### src/rtl/down_timer.sv
// down_timer: prescaled countdown timer with one-shot / auto-reload modes.
// Loads via valid/ready while not running; start/stop strobes control run.
module down_timer #(
    parameter int COUNT_WIDTH    = 8,
    parameter int PRESCALE_WIDTH = 4
) (
    input  logic                      clk,
    input  logic                      rst,
    input  logic                      load_valid,
    output logic                      load_ready,
    input  logic [COUNT_WIDTH-1:0]    load_value,
    input  logic [PRESCALE_WIDTH-1:0] load_prescale,
    input  logic                      load_auto,
    input  logic                      start,
    input  logic                      stop,
    output logic [COUNT_WIDTH-1:0]    count,
    output logic                      busy,
    output logic                      tc
);

    typedef enum logic [1:0] {
        IDLE   = 2'd0,
        RUN    = 2'd1,
        PAUSED = 2'd2
    } state_t;

    localparam logic [COUNT_WIDTH-1:0]    C_ONE = 1;
    localparam logic [PRESCALE_WIDTH-1:0] P_ONE = 1;

    state_t                      state_q;
    logic [COUNT_WIDTH-1:0]      count_q;
    logic [COUNT_WIDTH-1:0]      reload_q;
    logic [PRESCALE_WIDTH-1:0]   presc_q;
    logic [PRESCALE_WIDTH-1:0]   pcnt_q;
    logic                        auto_q;
    logic                        tc_q;

    logic                        load_fire;
    logic [COUNT_WIDTH-1:0]      start_cnt;
    logic                        go;
    logic                        tick;

    // Start is judged against the count as it will be after any same-cycle load.
    always_comb begin
        load_fire = load_valid && (state_q != RUN);
        start_cnt = load_fire ? load_value : count_q;
        go        = start && !stop && (start_cnt != '0);
        tick      = (pcnt_q == '0);
    end

    // Run-control FSM, prescaler and counter; tc is a one-cycle registered pulse.
    always_ff @(posedge clk or posedge rst) begin
        if (rst) begin
            state_q  <= IDLE;
            count_q  <= '0;
            reload_q <= '0;
            presc_q  <= '0;
            pcnt_q   <= '0;
            auto_q   <= 1'b0;
            tc_q     <= 1'b0;
        end else begin
            tc_q <= 1'b0;
            unique case (state_q)
                IDLE, PAUSED: begin
                    if (load_fire) begin
                        reload_q <= load_value;
                        count_q  <= load_value;
                        presc_q  <= load_prescale;
                        pcnt_q   <= load_prescale;
                        auto_q   <= load_auto;
                    end
                    if (go) begin
                        state_q <= RUN;
                    end
                end
                RUN: begin
                    if (stop) begin
                        state_q <= PAUSED;
                    end else if (!tick) begin
                        pcnt_q <= pcnt_q - P_ONE;
                    end else begin
                        pcnt_q <= presc_q;
                        if (count_q > C_ONE) begin
                            count_q <= count_q - C_ONE;
                        end else begin
                            tc_q <= 1'b1;
                            if (auto_q) begin
                                count_q <= reload_q;
                            end else begin
                                count_q <= '0;
                                state_q <= IDLE;
                            end
                        end
                    end
                end
                default: begin
                    state_q <= IDLE;
                end
            endcase
        end
    end

    // Status outputs decoded from registered state only.
    always_comb begin
        count      = count_q;
        busy       = (state_q == RUN);
        load_ready = (state_q != RUN);
        tc         = tc_q;
    end

endmodule

### config.mk
export PLATFORM = sky130hd
export DESIGN_NAME = down_timer
export DESIGN_NICKNAME = d
export VERILOG_FILES = /design/src/rtl/down_timer.sv
export SDC_FILE = /design/constraint.sdc
export NUM_CORES = 1
export LEC_CHECK = 0
export CORE_ASPECT_RATIO = 2
export CORE_MARGIN = 3
export CORE_UTILIZATION = 52
export CTS_CLUSTER_SIZE = 10
export DETAILED_ROUTE_END_ITERATION = 6
export PLACE_DENSITY = 0.79
export SKIP_LAST_GASP = 1
export SLEW_MARGIN = 10
export SYNTH_ARGS = -nofsm -noshare
export SYNTH_HDL_FRONTEND = slang
export SYNTH_SLANG_ARGS = --single-unit
### constraint.sdc
create_clock -name clk -period 2.3 [get_ports clk]
set_clock_uncertainty 0.2 [all_clocks]
set_input_delay 0.23 -clock clk [delete_from_list [all_inputs] [get_ports clk]]
set_output_delay 0.23 -clock clk [all_outputs]
set_load 0.02 [all_outputs]
; ---- Word-level counts from Yosys, hierarchy flattened
; Index checks and enable logic that the tools add are counted.
[word_totals]
out_inout_bits = 11
mem_count = 0
wordCells = 53
in_bits = 18
reg_bits = 28
romBits = 0
latch_bits = 0
ram_bits = 0
[op_classes]
shifts = 0
addsub = 2
reduce_logical = 13
n_eq_ne = 10
n_mul = 0
order_cmp = 1
n_bitwise = 0
div = 0
muxes = 20
[ops]
columns = op, n
row1 = 8-bit two-way mux, 5
row2 = 8-bit one-hot mux with 2 select lines, 1
row3 = 4-bit two-way mux, 3
row4 = 2-bit two-way mux, 5
row5 = 8-bit by 1-bit > comparator with 1-bit output (second input constant), 1
row6 = 4-bit one-hot mux with 2 select lines, 1
row7 = 8-bit nonzero test, 1
row8 = 8-bit by 1-bit subtractor with 8-bit output (second input constant), 1
row9 = 2-bit != test (second input constant), 3
row10 = 3-bit != test (second input constant), 2
row11 = 3-bit AND reduction, 2
row12 = 4-bit logical NOT, 1
row13 = 1-bit two-way mux, 4
row14 = 2-bit by 1-bit != test with 1-bit output (second input constant), 2
row15 = 2-bit one-hot mux with 2 select lines, 1
row16 = 4-bit AND reduction, 1
row17 = 4-bit by 1-bit subtractor with 4-bit output (second input constant), 1
row18 = 1-bit logical AND, 3
row19 = 3-bit by 2-bit != test with 1-bit output (second input constant), 1
row20 = 2-bit by 1-bit == test with 1-bit output (second input constant), 1
row21 = 2-bit == test (second input constant), 1
row22 = 2-bit logical NOT, 1
row23 = 2-bit AND reduction, 1
row24 = 2-bit nonzero test, 1
row25 = 2 further kinds, 2

; ---- Longest topological paths before layout
[depth]
word_depth = 7
mapped_depth = 7
mapped_depth_nobuf = 6

; ---- Worst setup path after synthesis
; Ideal clock, no wire load.
[synth_timing]
path_kind = register to register
startpoint = register count_q[0] (netlist: count[0])
endpoint = register count_q[0] (netlist: count[0])
path_slack_ps = 113
path_buffers = 1
path_stages_with_launch = 8
period_less_slack_ps = 2187
setup_time_ps = 126
required_ps = 1974
arrival_ps = 1861
path_cell_list = dfrtp_1 -> inv_1 -> ha_1 -> or2_2 -> and3_1 -> buf_2 -> mux2i_1 -> a221o_1
[synth_via]
elab_chain_cells = 5
word_cells_on_any_way = 7
cone_classes = add/sub: 1 / order compare: 1 / mux: 5
[synth_lines]
columns = item, line
row1 = start: declaration, 31  ; logic [COUNT_WIDTH-1:0] count_q;
row2 = start signal: assignment, 67  ; count_q <= load_value;
row3 = start signal: assignment, 84  ; count_q <= count_q - C_ONE;
row4 = start signal: assignment, 88  ; count_q <= reload_q;
row5 = 8-bit by 1-bit subtractor with 8-bit output / 8-bit by 1-bit > comparator with 1-bit output (equally long branches), "84, 83"
row6 = 8-bit two-way mux, 83  ; if (count_q > C_ONE) begin
row7 = 8-bit two-way mux, 79  ; end else if (!tick) begin
row8 = 8-bit two-way mux, 77  ; if (stop) begin
row9 = 8-bit one-hot mux with 2 select lines (*), 63  ; unique case (state_q)
; Mark *: on every way between the ends. The rest lies on a longest branch, timed or not. The select of a mux whose other input is x is not followed.
; A chain may end at the register's enable or synchronous reset.

; ---- Worst setup path in the final report
[layout_timing]
startpoint = register pcnt_q[0]
endpoint = register count_q[2] (netlist: count[2])
[layout_via]
elab_chain_cells = 3
[layout_lines]
columns = item, line
row1 = start: declaration, 34  ; logic [PRESCALE_WIDTH-1:0] pcnt_q;
row2 = start signal: assignment, 69  ; pcnt_q <= load_prescale;
row3 = start signal: assignment, 80  ; pcnt_q <= pcnt_q - P_ONE;
row4 = start signal: assignment, 82  ; pcnt_q <= presc_q;
row5 = 4-bit logical NOT, 48  ; tick = (pcnt_q == '0);
row6 = 2-bit by 1-bit != test with 1-bit output (no source line), -
row7 = 3-bit AND reduction (no source line), -
; Every way passes these cells.

==> impl_metrics.py <==
metrics = {
    "clock_network": {
        "cts_max_path_buffers": 2,
        "cts_tree": "done",
        "cts.htree.levels": 1,
        "cts_setup_buffers": 0,
        "root_buffer": "clkbuf_8",
        "clock_latency_ps": 270,
        "path_clk_slew_ps": 90,
        "cts_buffers": 3,
        "clock-sinks": 28,
    },
    "synthesis": {
        "yosysSeqAreaShare": 0.426,
        "synth_top_area_share": 0.426,
        "async_flop_share": 1.00,
        "synth_area_leader_cell": "dfrtp_1",
        "ys.flop_type": "dfrtp_1",
        "synth_edf_count": 0,
        "synth_top_cells_by_count": "nand2_1, dfrtp_1, a21oi_1",
        "synth_cell_type_count": 44,
        "syn_nets": 215,
        "synth-seq-cells": 28,
        "syn_area_per_cell_um2": 8.49,
        "syn_inst": 194,
        "synth.area.top_cells": "dfrtp_1, nand2_1, a21oi_1",
        "synth_area_um2": 1650,
        "yosysMostFrequentCell": "nand2_1",
        "synth_warnings": 0,
    },
    "grt": {
        "grt.overflow.total": 0,
        "grt_pass1_wl_mm": 8.09,
        "globalRouteMet2Util": 0.483,
        "antenna_found_initial": 0,
        "gr-usage-all-layers": 0.276,
        "grt_max_degree": 29,
        "gr-usage-met1": 0.313,
        "grt_pass1_vias": 1708,
        "top_usage_layer": "met2",
        "met3_usage": 0.0189,
    },
    "worst_setup_path": {
        "cp-end-kind": "flip-flop",
        "cp.depth": 6,
        "cp-startpoint": "pcnt_q[0]",
        "reg2reg_setup_slack_ps": 90,
        "ff2ff_path_depth": 6,
        "critPathTopFamily": "compound AO/OA/AOI/OAI gates",
        "critical_path_class": "flip-flop to flip-flop",
        "crit_slowest_cell": "dfrtp_1",
        "r2r_start": "pcnt_q[0]",
        "slowest_delay_ps": 450,
        "critPathBufInv": 1,
        "critPathLaunchType": "flip-flop",
        "cp_max_fo": 6,
        "required_ps": 2260,
        "worstPathArrival_ps": 2170,
        "worstPathCellList": "inv_1, ha_2, or3b_4, o31ai_4, nand2_1, a221o_2",
    },
    "route": {
        "drt_iter0_markers": 62,
        "ant_nets": 0,
        "route.detailed.vias_per_inst": 6.38,
        "wl_mm": 4.85,
        "firstDrtPassIters": 4,
        "wire_per_inst_um": 18.9,
        "drc": 0,
        "dr_total_vias": 1640,
    },
    "sta": {
        "hold_violations": 0,
        "setup_viol": 0,
        "rsz0062_at_grt": "no",
        "min_period_ps": 2210,
        "fin_setup_tns_ps": 0,
        "max_clock_freq_ghz": 0.452,
        "worst_slew_pin_slew_ps": 659,
        "slew-limit-headroom": 0.561,
        "min_period_over_period": 0.963,
        "maxSlewViolCount": 0,
    },
    "finish": {
        "final_layout_size_suffix_gt1_frac": 0.0969,
        "antenna_cells": 0,
        "final_area_um2": 2060,
        "fin_nets": 250,
        "finalNonFillerCells": 257,
        "area_growth_pct": 24.8,
    },
    "floorplan": {
        "start_util": 0.547,
        "fp.dieW_um": 45.8,
        "pin_count": 29,
        "fp.coreArea_um2": 3010,
        "die-area_um2": 3920,
        "chipHeight_um": 85.6,
        "num_rows": 28,
    },
    "status": {
        "status": "finished, final reports clean",
    },
    "job": {
        "maxCapViolations": 0,
    },
    "placement": {
        "finalWeightedCongestion": 1.06,
        "port_buffers": 28,
        "hpwl_mm": 3.73,
        "dp.cells": 254,
        "placed_cell_area_um2": 2010,
    },
    "pwr": {
        "p_per_area_nw_per_um2": 1170,
        "power_frac_comb": 0.506,
        "peakVddDrop_uv": 712,
        "p_int_mw": 1.34,
        "power.leakage_nw": 0.919,
        "power_mw": 2.41,
        "seqPwrFrac": 0.385,
        "switching_share": 0.441,
        "p_sw_mw": 1.06,
        "power_frac_clock": 0.109,
    },
    "min_path": {
        "hold_class": "input pin to async pin",
    },
}
[power groups by stage]
stage / Sequential [mW] / Combinational (mW) / Clock, mW
after floorplan: 0.944 / 0.672 / 0
after global placement: 0.914 / 1.16 / 0
after detailed placement: 0.929 / 1.19 / 0
after CTS: 0.921 / 1.20 / 0.267
after global routing: 0.948 / 1.34 / 0.282
final: 0.927 / 1.22 / 0.262
[routing by layer]
layer  up-vias  routed length (um)  share of wire
li1        764                   -              -
met1       781                1820           0.38
met2        75                2610           0.54
met3        20                 183          0.038
met4         0                 230          0.047
met5         -                   0              0
[final timing paths]
path | to
setup / recovery | count[2]
hold reg to reg | reload_q[2]
setup reg to reg | count[2]
hold / removal | reload_q[6]
max in group asynchronous | count[7]
min in group clk | reload_q[2]
[layout make-up]
cell class | count | area, um2
Inverter | 8 | 30.0
Sequential cell | 28 | 701
Fill cell | 269 | 957
Clock buffer | 3 | 41.3
Timing Repair Buffer | 39 | 363
Tap cell | 30 | 37.5
Multi-Input combinational cell | 149 | 883
[worst min-delay path, cell delays in order]
cell and delay (ps):
clkdlybuf4s50_1 400, inv_1 60, buf_4 330
[metrics by stage]
step / utilization / hold slack, ps / setup WS, ps
finish: 0.682 / 138 / 86.0
global route: 0.682 / 195 / 19.1
CTS: 0.681 / 149 / 80.6
detailed placement: 0.668 / 271 / 81.5
global placement: 0.668 / 263 / 169
floorplan: - / 95.4 / 113
[placed cells by master, fill, tap and decap left out, types with 2 or more instances in the layout]
master           count
a211oi_1             3
a21o_1               3
a21oi_1             17
a31oi_1              5
a32o_1               2
and2_1               2
and3_1               2
buf_4               11
clkbuf_8             3
clkdlybuf4s50_1     28
dfrtp_1             28
ha_1                 2
inv_1                8
mux2i_1              3
nand2_1             42
nand2b_1             3
nand3_1              9
nand4_1              3
nor2_1              13
nor2b_1              2
nor3_1               4
nor3b_1              3
nor4_1               3
o21ai_0              5
xor2_1               2
[cell families (layout without fill, tap and decap cells)]
kind of cell	count (synthesis)	in the layout	synth area share
simple gates	92	92	0.276
compound gates	48	48	0.202
flops	28	28	0.426
buf+inv	17	50	0.0395
fa+ha+maj	3	3	0.0228
xor+xnor	3	3	0.0160
mux	3	3	0.0182
[repair_timing]
item	CTS	global route
gates resized for setup	0	1
endpoints found under the setup margin	0	1
hold buffers	0	0
[flip-flops by register name, indices dropped and copies added, names as in the netlist]
register / flops
count: 8
reload_q: 8
pcnt_q: 4
presc_q: 4
state_q: 2
auto_q: 1
tc: 1
No activity file was read; power rests on OpenSTA's default activity.
